## src/rtl/timer_sequencer_pkg.sv

```systemverilog
// Shared opcode and state encodings for the timer sequencer and the microcode assembler tables.
// Latency: n/a (types only).
// Backpressure: n/a.
package timer_sequencer_pkg;

    // Command opcodes as the microcode sequencer encodes them.
    typedef enum logic [1:0] {
        OP_STOP       = 2'b00,
        OP_START      = 2'b01,
        OP_WAIT       = 2'b10,
        OP_START_WAIT = 2'b11
    } tseq_op_e;

    // Sequencer control states.
    typedef enum logic [1:0] {
        S_IDLE = 2'b00,
        S_LOAD = 2'b01,
        S_WAIT = 2'b10
    } tseq_state_e;

endpackage

```

## src/rtl/timer_sequencer_if.sv

```systemverilog
// Command channel from the microcode sequencer into the timer sequencer.
// Latency: n/a (wires only).
// Backpressure: a command transfers when cmd_valid && cmd_ready.
interface timer_sequencer_if #(
    parameter int TIMER_IDX_WIDTH   = 1,
    parameter int TIM_MEM_ADR_WIDTH = 1
) ();
    import timer_sequencer_pkg::*;

    logic                         cmd_valid;
    logic                         cmd_ready;
    tseq_op_e                     cmd_op;
    logic [TIMER_IDX_WIDTH-1:0]   cmd_timer;
    logic [TIM_MEM_ADR_WIDTH-1:0] cmd_adr;

    modport master (output cmd_valid, output cmd_op, output cmd_timer, output cmd_adr,
                    input  cmd_ready);
    modport slave  (input  cmd_valid, input  cmd_op, input  cmd_timer, input  cmd_adr,
                    output cmd_ready);
endinterface

```

## src/rtl/timer_sequencer.sv

```systemverilog
// Command front end for the timer bank: START/STOP/WAIT drive ld/sel/adr, done pulses feed sticky flags.
// Latency: outputs registered, 1 cycle after accept; LOAD lasts 1 cycle; WAIT stalls until the timer expires.
// Backpressure: cmd_ready only in IDLE with tim_ready high and reset released.
module timer_sequencer
    import timer_sequencer_pkg::*;
#(
    parameter int NUM_TIMERS        = 1,
    parameter int TIMER_IDX_WIDTH   = 1,
    parameter int TIM_MEM_ADR_WIDTH = 1
) (
    input  logic                         clk,
    input  logic                         rst,
    timer_sequencer_if.slave             cmd,
    input  logic                         tim_ready,
    input  logic [NUM_TIMERS-1:0]        timer_done,
    output logic [NUM_TIMERS-1:0]        timer_ld,
    output logic [NUM_TIMERS-1:0]        timer_sel,
    output logic [TIM_MEM_ADR_WIDTH-1:0] timer_mem_adr,
    output logic [NUM_TIMERS-1:0]        done_flags,
    output logic                         busy,
    output logic                         err
);

    tseq_state_e                  state_q, state_d;
    logic [NUM_TIMERS-1:0]        ld_q, ld_d;
    logic [NUM_TIMERS-1:0]        sel_q, sel_d;
    logic [NUM_TIMERS-1:0]        flags_q, flags_d;
    logic [TIM_MEM_ADR_WIDTH-1:0] adr_q, adr_d;
    logic                         err_q, err_d;
    logic [TIMER_IDX_WIDTH-1:0]   wait_idx_q, wait_idx_d;
    logic                         then_wait_q, then_wait_d;

    logic                  accept;
    logic                  idx_ok;
    logic                  sel_hit;
    logic                  flag_hit;
    logic                  wait_hit;
    logic [NUM_TIMERS-1:0] cmd_oh;
    logic [NUM_TIMERS-1:0] wait_oh;
    logic [NUM_TIMERS-1:0] flag_set;

    assign cmd.cmd_ready = (state_q == S_IDLE) && tim_ready && !rst;
    assign accept        = cmd.cmd_valid && cmd.cmd_ready;
    assign idx_ok        = int'(cmd.cmd_timer) < NUM_TIMERS;
    // Out-of-range indices map to an empty mask so they can never touch a timer.
    assign cmd_oh        = idx_ok ? (NUM_TIMERS'(1) << cmd.cmd_timer) : '0;
    assign wait_oh       = NUM_TIMERS'(1) << wait_idx_q;
    assign sel_hit       = |(sel_q & cmd_oh);
    assign flag_hit      = |(flags_q & cmd_oh);
    // A done seen while the same timer is being loaded belongs to the old run; ignore it.
    assign flag_set      = timer_done & sel_q & ~ld_q;
    assign wait_hit      = |(timer_done & wait_oh & ~ld_q);

    // State and datapath registers; reset clears every registered output at once.
    always_ff @(posedge clk or posedge rst) begin
        if (rst) begin
            state_q     <= S_IDLE;
            ld_q        <= '0;
            sel_q       <= '0;
            flags_q     <= '0;
            adr_q       <= '0;
            err_q       <= 1'b0;
            wait_idx_q  <= '0;
            then_wait_q <= 1'b0;
        end else begin
            state_q     <= state_d;
            ld_q        <= ld_d;
            sel_q       <= sel_d;
            flags_q     <= flags_d;
            adr_q       <= adr_d;
            err_q       <= err_d;
            wait_idx_q  <= wait_idx_d;
            then_wait_q <= then_wait_d;
        end
    end

    // Next-state decode: START ops pass through LOAD, WAIT parks until the latched timer fires.
    always_comb begin
        state_d = state_q;
        case (state_q)
            S_IDLE: begin
                if (accept && idx_ok) begin
                    case (cmd.cmd_op)
                        OP_START, OP_START_WAIT: state_d = S_LOAD;
                        OP_WAIT:                 if (!flag_hit && sel_hit) state_d = S_WAIT;
                        default:                 state_d = S_IDLE;
                    endcase
                end
            end
            S_LOAD:  state_d = then_wait_q ? S_WAIT : S_IDLE;
            S_WAIT:  if (wait_hit) state_d = S_IDLE;
            default: state_d = S_IDLE;
        endcase
    end

    // Register updates for strobes, enables, address, flags and the reject pulse.
    always_comb begin
        ld_d        = '0;
        sel_d       = sel_q;
        adr_d       = adr_q;
        flags_d     = flags_q | flag_set;
        err_d       = 1'b0;
        wait_idx_d  = wait_idx_q;
        then_wait_d = then_wait_q;
        if (accept) begin
            if (!idx_ok) begin
                err_d = 1'b1;
            end else begin
                case (cmd.cmd_op)
                    OP_START, OP_START_WAIT: begin
                        ld_d        = cmd_oh;
                        sel_d       = sel_q | cmd_oh;
                        adr_d       = cmd.cmd_adr;
                        flags_d     = flags_d & ~cmd_oh;
                        wait_idx_d  = cmd.cmd_timer;
                        then_wait_d = (cmd.cmd_op == OP_START_WAIT);
                    end
                    OP_STOP: begin
                        sel_d   = sel_q & ~cmd_oh;
                        flags_d = flags_d & ~cmd_oh;
                    end
                    OP_WAIT: begin
                        // Waiting on a stopped, unexpired timer would never finish.
                        if (!sel_hit && !flag_hit) err_d = 1'b1;
                        else                       wait_idx_d = cmd.cmd_timer;
                    end
                    default: ;
                endcase
            end
        end
    end

    assign timer_ld      = ld_q;
    assign timer_sel     = sel_q;
    assign timer_mem_adr = adr_q;
    assign done_flags    = flags_q;
    assign err           = err_q;
    assign busy          = (state_q != S_IDLE);

endmodule

```

## src/flat_wrapper.sv

```systemverilog
// flat-port wrapper written by rule: the top's interface ports become plain ports
module timer_sequencer_flat import timer_sequencer_pkg::*;
#(
    parameter int NUM_TIMERS        = 1,
    parameter int TIMER_IDX_WIDTH   = 1,
    parameter int TIM_MEM_ADR_WIDTH = 1
)
  (clk, rst, tim_ready, timer_done, timer_ld, timer_sel, timer_mem_adr, done_flags, busy, err, cmd_cmd_valid, cmd_cmd_op, cmd_cmd_timer, cmd_cmd_adr, cmd_cmd_ready);
  timer_sequencer_if #(.TIMER_IDX_WIDTH(TIMER_IDX_WIDTH), .TIM_MEM_ADR_WIDTH(TIM_MEM_ADR_WIDTH)) cmd_i ();
  input  logic clk;
  input  logic rst;
  input  logic tim_ready;
  input  logic [NUM_TIMERS-1:0] timer_done;
  output logic [NUM_TIMERS-1:0] timer_ld;
  output logic [NUM_TIMERS-1:0] timer_sel;
  output logic [TIM_MEM_ADR_WIDTH-1:0] timer_mem_adr;
  output logic [NUM_TIMERS-1:0] done_flags;
  output logic busy;
  output logic err;
  input wire logic [$bits(cmd_i.cmd_valid)-1:0] cmd_cmd_valid;
  input wire logic [$bits(cmd_i.cmd_op)-1:0] cmd_cmd_op;
  input wire logic [$bits(cmd_i.cmd_timer)-1:0] cmd_cmd_timer;
  input wire logic [$bits(cmd_i.cmd_adr)-1:0] cmd_cmd_adr;
  output wire logic [$bits(cmd_i.cmd_ready)-1:0] cmd_cmd_ready;
  assign cmd_i.cmd_valid = cmd_cmd_valid;
  assign cmd_i.cmd_op = cmd_cmd_op;
  assign cmd_i.cmd_timer = cmd_cmd_timer;
  assign cmd_i.cmd_adr = cmd_cmd_adr;
  assign cmd_cmd_ready = cmd_i.cmd_ready;
  timer_sequencer #(.NUM_TIMERS(NUM_TIMERS), .TIMER_IDX_WIDTH(TIMER_IDX_WIDTH), .TIM_MEM_ADR_WIDTH(TIM_MEM_ADR_WIDTH)) u_core (.clk(clk), .rst(rst), .cmd(cmd_i), .tim_ready(tim_ready), .timer_done(timer_done), .timer_ld(timer_ld), .timer_sel(timer_sel), .timer_mem_adr(timer_mem_adr), .done_flags(done_flags), .busy(busy), .err(err));
endmodule
```

## config.mk

```make
export PLATFORM = sky130hd
export DESIGN_NAME = timer_sequencer_flat
export DESIGN_NICKNAME = d
export VERILOG_FILES = /design/src/rtl/timer_sequencer_pkg.sv /design/src/rtl/timer_sequencer_if.sv /design/src/rtl/timer_sequencer.sv /design/src/flat_wrapper.sv
export SDC_FILE = /design/constraint.sdc
export NUM_CORES = 1
export LEC_CHECK = 0
export ABC_AREA = 1
export CORE_AREA = 5 5 42 44
export DETAILED_ROUTE_END_ITERATION = 12
export DIE_AREA = 0 0 47 49
export HOLD_SLACK_MARGIN = 0.1
export PLACE_DENSITY_LB_ADDON = 0.1
export SKIP_LAST_GASP = 1
export SYNTH_ARGS = -nofsm -noshare
export SYNTH_HDL_FRONTEND = slang
export SYNTH_SLANG_ARGS = --single-unit
```

## constraint.sdc

```tcl
create_clock -name clk -period 1.3 [get_ports clk]
set_input_delay 0.26 -clock clk [delete_from_list [all_inputs] [get_ports clk]]
set_output_delay 0.26 -clock clk [all_outputs]
set_load 0.05 [all_outputs]
```

# Yosys cells after proc, flatten, opt, wreduce, memory -nomap -nowiden
# Index checks and enable logic that the tools add are counted.
classes:
  shifts: 2
  div: 0
  n_mul: 0
  n_addsub: 0
  muxes: 20
  magnitude_cmp: 1
  n_bitwise: 12
  n_reduce_logical: 20
  n_eq_ne: 9
op_table:
  columns: ["cell", "n"]
  rows:
  - ["1-bit two-way mux", 12]
  - ["3-bit AND reduction", 3]
  - ["1-bit AND", 8]
  - ["2-bit two-way mux", 4]
  - ["2-bit equality test (second input constant)", 3]
  - ["1-bit logical AND", 6]
  - ["2-bit case mux with 3 select lines", 1]
  - ["2-bit nonzero test", 3]
  - ["2-bit by 1-bit equality test with 1-bit output (second input constant)", 2]
  - ["2-bit zero test", 2]
  - ["2-bit != test (second input constant)", 2]
  - ["1-bit case mux with 2 select lines", 2]
  - ["2-bit case mux with 2 select lines", 1]
  - ["4-bit AND reduction", 1]
  - ["1-bit zero test", 3]
  - ["3-bit != test (second input constant)", 1]
  - ["3-bit OR reduction", 1]
  - ["2-bit by 1-bit != test with 1-bit output (second input constant)", 1]
  - ["1-bit NOT", 2]
  - ["1-bit OR", 2]
  - ["2-bit OR reduction", 1]
  - ["1-bit by 1-bit left shift with 1-bit output (first input constant)", 2]
  - ["1-bit less-than comparator (second input constant)", 1]
word_totals:
  word_cells: 72
  memories: 0
  mem_bits_ro: 0
  mem_bits_rw: 0
  register_bits: 9
  in_bits: 9
  latch_bits: 0

# Logic depth before layout (Yosys ltp)
# Gate-level depths: netlist (run 1).
logic_depth:
  depth_word: 9
  ltp_mapped: 7
  mapped_depth_nobuf: 7

# Worst setup path before layout (run 1)
# OpenSTA, ideal clock, no wires.
synth_timing:
  kind: "register to output"
  from: "register u_core.state_q[1]"
  to: "output cmd_cmd_ready"
  stages_incl_launch_ff: 4
  setup_slack_ns: -0.937
  t_arrival_ns: 1.977
  path_buffers: 0
  required_ns: 1.040
  cell_sequence: "dfrtp_1 -> inv_1 -> nand2_1 -> nor3_1"
synth_via:
  elab_chain_cells: 3
synth_rtl:
  columns: ["item", "line", "text"]
  rows:
  - ["start, declared", "timer_sequencer.sv:24", "tseq_state_e state_q, state_d;"]
  - ["start signal, assigned", "timer_sequencer.sv:66", "state_q <= state_d;"]
  - ["2-bit zero test", "timer_sequencer.sv:42", "assign cmd.cmd_ready = (state_q == S_IDLE) && tim_ready && !rst;"]
  - ["1-bit logical AND (2 in a row)", "timer_sequencer.sv:42", null]
  - ["end, declared", "flat_wrapper.sv:24", "output wire logic [$bits(cmd_i.cmd_ready)-1:0] cmd_cmd_ready;"]
# No other way between the ends.

# Worst setup path in the final report (run 1)
# Ends and elaborated chain as after synthesis.

==> reports/results.ini, run 1 <==
[drt]
drt-wirelength-per-cell_um=11.3
antenna_left=0
initialDrtViolationCount=1
routed_wl_mm=1.19
first_pass_iters=4
drcViolationCount=0
vias=490
avgViaCountPerCell=4.67

[final_layout]
num_antenna_cells=0
finalInstanceArea_um2=866
nNetsFinal=99
drive_gt1_share_pct=38.2
area_delta_synth_final_pct=81.6

[grt]
grt_use_total_pct=11.4
use_met3_pct=2.95
met1_usage_pct=13.8
grt_pass1_vias=465
grt.busiest_layer=met2
grt_max_degree=10
grt_pass1_wl_mm=1.91
antenna_found_initial=0
grt_overflow=0
grt.met2_usage_pct=18.1

[power_and_ir_drop]
vdd.ir_drop.worst_uv=959
power.density_mw_per_mm2=1720
p_total_w=0.00149
p_leak_nw=0.439

[floorplanning]
die_height_um=49
core-area_mm2=0.00140
num_io_pins=16
dieArea_mm2=0.00230
die_w_um=47
initial_core_util_pct=34.0
num_rows=14

[clock_network]
cts_max_path_buffers=2
tritoncts=done
clkSinkCount=9
clockRootBuffer=clkbuf_4
cts_made_buffers=3
clock_latency_ns=0.26
clk_pin_slew_worst_paths_ns=0.06
cts_max_level=1

[timing]
max_freq_ghz=0.709
slew_violations=0
finalHoldViolCount=0
layout_setup_ws_ns=-0.110
post-route-period-util_pct=108
worst_pin_slew_ns=0.369
slew_headroom_pct=75.4
finalSetupViolations=2
skew_ns=0.000305
post-route-min-period_ns=1.41
rsz0062_at_grt=yes

[hold_path]
hp-class=in2async

[logic_synthesis]
synth-seq-cells=9
postSynthCellCount=58
ys_seq_area_share_pct=47.2
ys_types=15
synth.cell_area_um2=477
yosysWarnings=0
syn_nets=67
avgSynthCellArea_um2=8.22

[place]
portBuffers=15
gp_congestion=0.820
place_area_um2=790
dp_hpwl_um=919

[job]
maxCapViolCount=0

[critical_path]
cp.required_ns=1.04
setup.worst_path.class=reg2out
crit_path_end_kind=output port
path_max_fanout=4
worstPathArrival_ns=1.15
critPathLaunchType=register

[outcome]
status=complete, but fails checks
violations=setup timing

worst max-delay path, cell delays in order (launching register included):
cell and delay [ns]:
dfrtp_1 0.39, inv_2 0.11, nand2_8 0.07, nor3_4 0.15, buf_12 0.16
cell usage after synthesis (all sizes together):
master	number	share of area [%]
nand2	15	12
dfrtp	9	47
a31oi	2	2.6
nor3	1	1.0
o21ai	4	5.0
nor2	7	10
nand4	1	4.5
nand3	5	5.2
a21oi	3	3.1
inv	11	8.7
worst paths after layout:
path | from | endpoint | slack [ns] | cells past startpoint
max | u_core.state_q[1] | cmd_cmd_ready | -0.11 | 4
min | rst | u_core.err | 0.09 | 2
max reg2reg | u_core.state_q[1] | u_core.then_wait_q | 0.01 | 8
min reg2reg | u_core.then_wait_q | u_core.then_wait_q | 0.50 | 2
max in group asynchronous | rst | u_core.state_q[0] | 0.94 | 2
min in group clk | tim_ready | u_core.state_q[0] | 0.44 | 5
metal layers:
metal	wire, um	vias to the layer above
li1	-	248
met1	498	227
met2	579	13
met3	101	2
met4	8	0
met5	0	-
report_power, final:
part | leakage (nW) | switching [W] | total (W) | internal [W]
logic | 0.308 | 0.000427 | 0.000836 | 0.000409
clock network | 0.0150 | 0.000101 | 0.000219 | 0.000119
registers | 0.116 | 0.0000780 | 0.000431 | 0.000353
total | 0.439 | 0.000606 | 0.00149 | 0.000881
cell type report:
type,instances,area [um2]
fillers,138,536
repair buffers,27,315
multi-input cells,38,238
flip-flops and latches,9,225
inverters,11,41.3
clock buffers,4,26.3
well taps,16,20.0
cell families after synthesis:
group | synth area share, %
buffers and inverters | 8.66
AO/OA/AOI/OAI | 10.8
AND/OR/NAND/NOR | 33.3
flip-flops | 47.2
what timing repair did:
action | 4_1_cts | 5_1_grt
hold buffers | 0 | 0
endpoints found under the setup margin | 2 | 1
pin swaps | 0 | 2
setup buffers | 3 | 3
resized for setup | 0 | 3
placed cells by master (no fill, tap or decap):
master	netlist	final
a21oi_1	3	3
a31oi_1	2	2
buf_12	0	7
buf_4	0	12
clkbuf_1	0	1
clkbuf_4	0	3
clkdlybuf4s50_1	0	6
dfrtp_1	9	9
dlymetal6s2s_1	0	2
inv_1	10	7
inv_2	1	4
nand2_1	14	13
nand2_2	1	1
nand2_8	0	1
nand3_1	5	5
nand4_4	1	1
nor2_1	4	4
nor2_4	3	3
nor3_4	0	1
o21ai_0	2	2
o21ai_1	1	1
o21ai_2	1	1
through the flow:
stage / TNS [ns] / setup slack, ns / cells / hold WS (ns) / util (%)
finish: -0.182 / -0.110 / 105 / 0.0925 / 61.8
global route: -0.499 / -0.160 / 105 / 0.139 / 61.8
CTS: -0.167 / -0.167 / 102 / 0.449 / 59.8
detailed placement: -1.02 / -0.163 / 95 / 0.485 / 56.3
global placement: -0.931 / -0.153 / 95 / 0.483 / 56.3
floorplan: -0.0629 / -0.0629 / 58 / 0.0879 / -
Note: power is estimated with default switching activity, not from simulation.
==> inputs of run 2 (changes only) <==
--- a/config.mk
+++ b/config.mk
@@ -6,12 +6,12 @@
 export NUM_CORES = 1
 export LEC_CHECK = 0
 export ABC_AREA = 1
+export CAP_MARGIN = 10
 export CORE_AREA = 5 5 42 44
 export DETAILED_ROUTE_END_ITERATION = 12
 export DIE_AREA = 0 0 47 49
 export HOLD_SLACK_MARGIN = 0.1
 export PLACE_DENSITY_LB_ADDON = 0.1
-export SKIP_LAST_GASP = 1
 export SYNTH_ARGS = -nofsm -noshare
 export SYNTH_HDL_FRONTEND = slang
 export SYNTH_SLANG_ARGS = --single-unit
==> run 2 against run 1 <==
  * The flow still finishes with violations (setup timing)
  * Hold slack gained 0.35 ns
  * Critical path type unchanged
  * Register-to-register slack is essentially flat
  * Largest power group unchanged
  * First-iteration DRC count grew to 4.0 times the previous value
  * Sequential share of layout area rose by 0.54 points
  * Highest routed layer unchanged
  * Sequential power hardly changed
  * Power shrank 2.7%
  * Clock skew about the same
  * Combinational power down 4.5%
  * Critical path depth did not move
  * Utilization decreased by 1.2 points
  * Global-route usage unchanged
==> reports/results.ini, run 2 (synthesis gave the netlist of run 1 again) <==
[place]
gp_congestion=0.820
dp_hpwl_um=919
portBuffers=15
dp.cells=95
place_ws_ns=-0.163

[clock_network]
cts_made_buffers=3
clkSinkCount=9
clockRootBuffer=clkbuf_4
cts_max_level=1
tritoncts=done
cts_max_path_buffers=2
clock_latency_ns=0.26
clk_pin_slew_worst_paths_ns=0.06

[grt]
grt_pass1_wl_mm=1.91
antenna_found_initial=0
grt_pass1_vias=465
grt_use_total_pct=11.4
grt_overflow=0
grt_max_degree=10

[critical_path]
path_max_fanout=4
timing.rr.end=u_core.then_wait_q
worstRegToRegCells=8
reg2reg_slack_ns=0.02
crit_path_end_kind=output port
worstPathArrival_ns=1.19
setup.worst_path.class=reg2out
r2r_start=u_core.state_q[1]
critical_path.startpoint=u_core.state_q[1]
critPathLaunchType=register
cp.required_ns=1.04
endpoint=cmd_cmd_ready

[drt]
avgViaCountPerCell=4.64
drcViolationCount=0
vias=478
antenna_left=0
routed_wl_mm=1.15
first_pass_iters=4
drt-wirelength-per-cell_um=11.2
initialDrtViolationCount=4

[final_layout]
n_fill_cell=135
num_antenna_cells=0
nNetsFinal=97
final_common_cell=nand2_1
drive_gt1_share_pct=37.9
area_delta_synth_final_pct=78.0
mostFrequentLayoutCells=nand2_1 (13), buf_4 (10), dfrtp_1 (9), clkdlybuf4s50_1 (8)
final_cells=103

[power_and_ir_drop]
intPower_w=0.000847
sw_frac_of_total_pct=41.4
vdd.ir_drop.worst_uv=938
p_leak_nw=0.409
power_switching_w=0.000599
pwr-share-comb_pct=55.2
clock_power_share_pct=15.1
power.density_mw_per_mm2=1700
power_frac_seq_pct=29.7

[timing]
max_freq_ghz=0.689
skew_ns=0.000519
post-route-period-util_pct=112
worst_pin_slew_ns=0.379
setup_tns_ns=-0.152
whs_ns=0.442
layout_setup_ws_ns=-0.152
slew_violations=0
rsz0062_at_grt=yes
finalHoldViolCount=0
finalSetupViolations=1
slew_headroom_pct=74.7
post-route-min-period_ns=1.45

[floorplanning]
dieArea_mm2=0.00230
initial_core_util_pct=34.0
die_height_um=49
core-area_mm2=0.00140
die_w_um=47
num_rows=14
num_io_pins=16

[outcome]
status=complete, but fails checks
violations=setup timing

[job]
maxCapViolCount=0

[hold_path]
hp-class=in2async

## run 2: changes by cell type in the layout (fill, tap and decap cells not counted)
cell and change:
clkdlybuf4s50_1 +2, dlymetal6s2s_1 -2, nor2_2 +1, buf_4 -2
nor2_1 -1
## run 2: final cells by class
type | instances | area [um2] | area share, %
Clock buffer | 4 | 26.3 | 3.10
Timing Repair Buffer | 25 | 295 | 34.8
Multi-Input combinational cell | 38 | 240 | 28.3
Sequential cell | 9 | 225 | 26.5
Inverter | 11 | 41.3 | 4.87
Tap cell | 16 | 20.0 | 2.36
## run 2: how the worst min path moves through the flow
stage | endpoint | slack [ns] | depth (start not counted) | startpoint
detailed placement | u_core.then_wait_q | 0.49 | 2 | u_core.then_wait_q
global placement | u_core.then_wait_q | 0.48 | 2 | u_core.then_wait_q
global route | u_core.state_q[1] | 0.50 | 2 | rst
finish | u_core.err | 0.44 | 2 | rst
floorplan | async pin | 0.09 | 1 | rst
CTS | u_core.state_q[1] | 0.45 | 2 | rst
## run 2: per-stage QoR
step	cell area (um2)	util (%)	total power (W)
finish	848	60.5	0.00145
detailed placement	790	56.3	0.00118
floorplan	504	-	0.000823
global route	848	60.5	0.00153
global placement	790	56.3	0.00118
CTS	838	59.8	0.00144
## run 2: power by group through the flow
| stage | Sequential, W | Combinational [W] | Clock, W |
|---|---|---|---|
| floorplan | 0.000544 | 0.000278 | 0 |
| global placement | 0.000442 | 0.000738 | 0 |
| detailed placement | 0.000443 | 0.000736 | 0 |
| CTS | 0.000431 | 0.000783 | 0.000228 |
| global route | 0.000438 | 0.000850 | 0.000242 |
| finish | 0.000430 | 0.000798 | 0.000219 |
## run 2: metal layers
layer,GRT usage (%),part of all wire [%],vias to the layer above
met5,0,0,-
met4,5.53,0.69,0
li1,-,-,243
met3,2.95,8.7,2
met1,13.8,43,220
met2,18.1,48,13
## run 2: timing repair
| item | 4_1_cts | 5_1_grt |
|---|---|---|
| setup buffers | 3 | 1 |
| hold buffers | 0 | 0 |
| gates cloned | 0 | 0 |
| setup endpoints to repair | 2 | 1 |
| resized for setup | 1 | 1 |
| pin swaps | 0 | 1 |
## run 2: worst max-delay path: stages (launching register included)
cell	delay [ns]
dfrtp_1	0.39
inv_2	0.11
nand2_8	0.07
nor3_4	0.20
buf_12	0.16
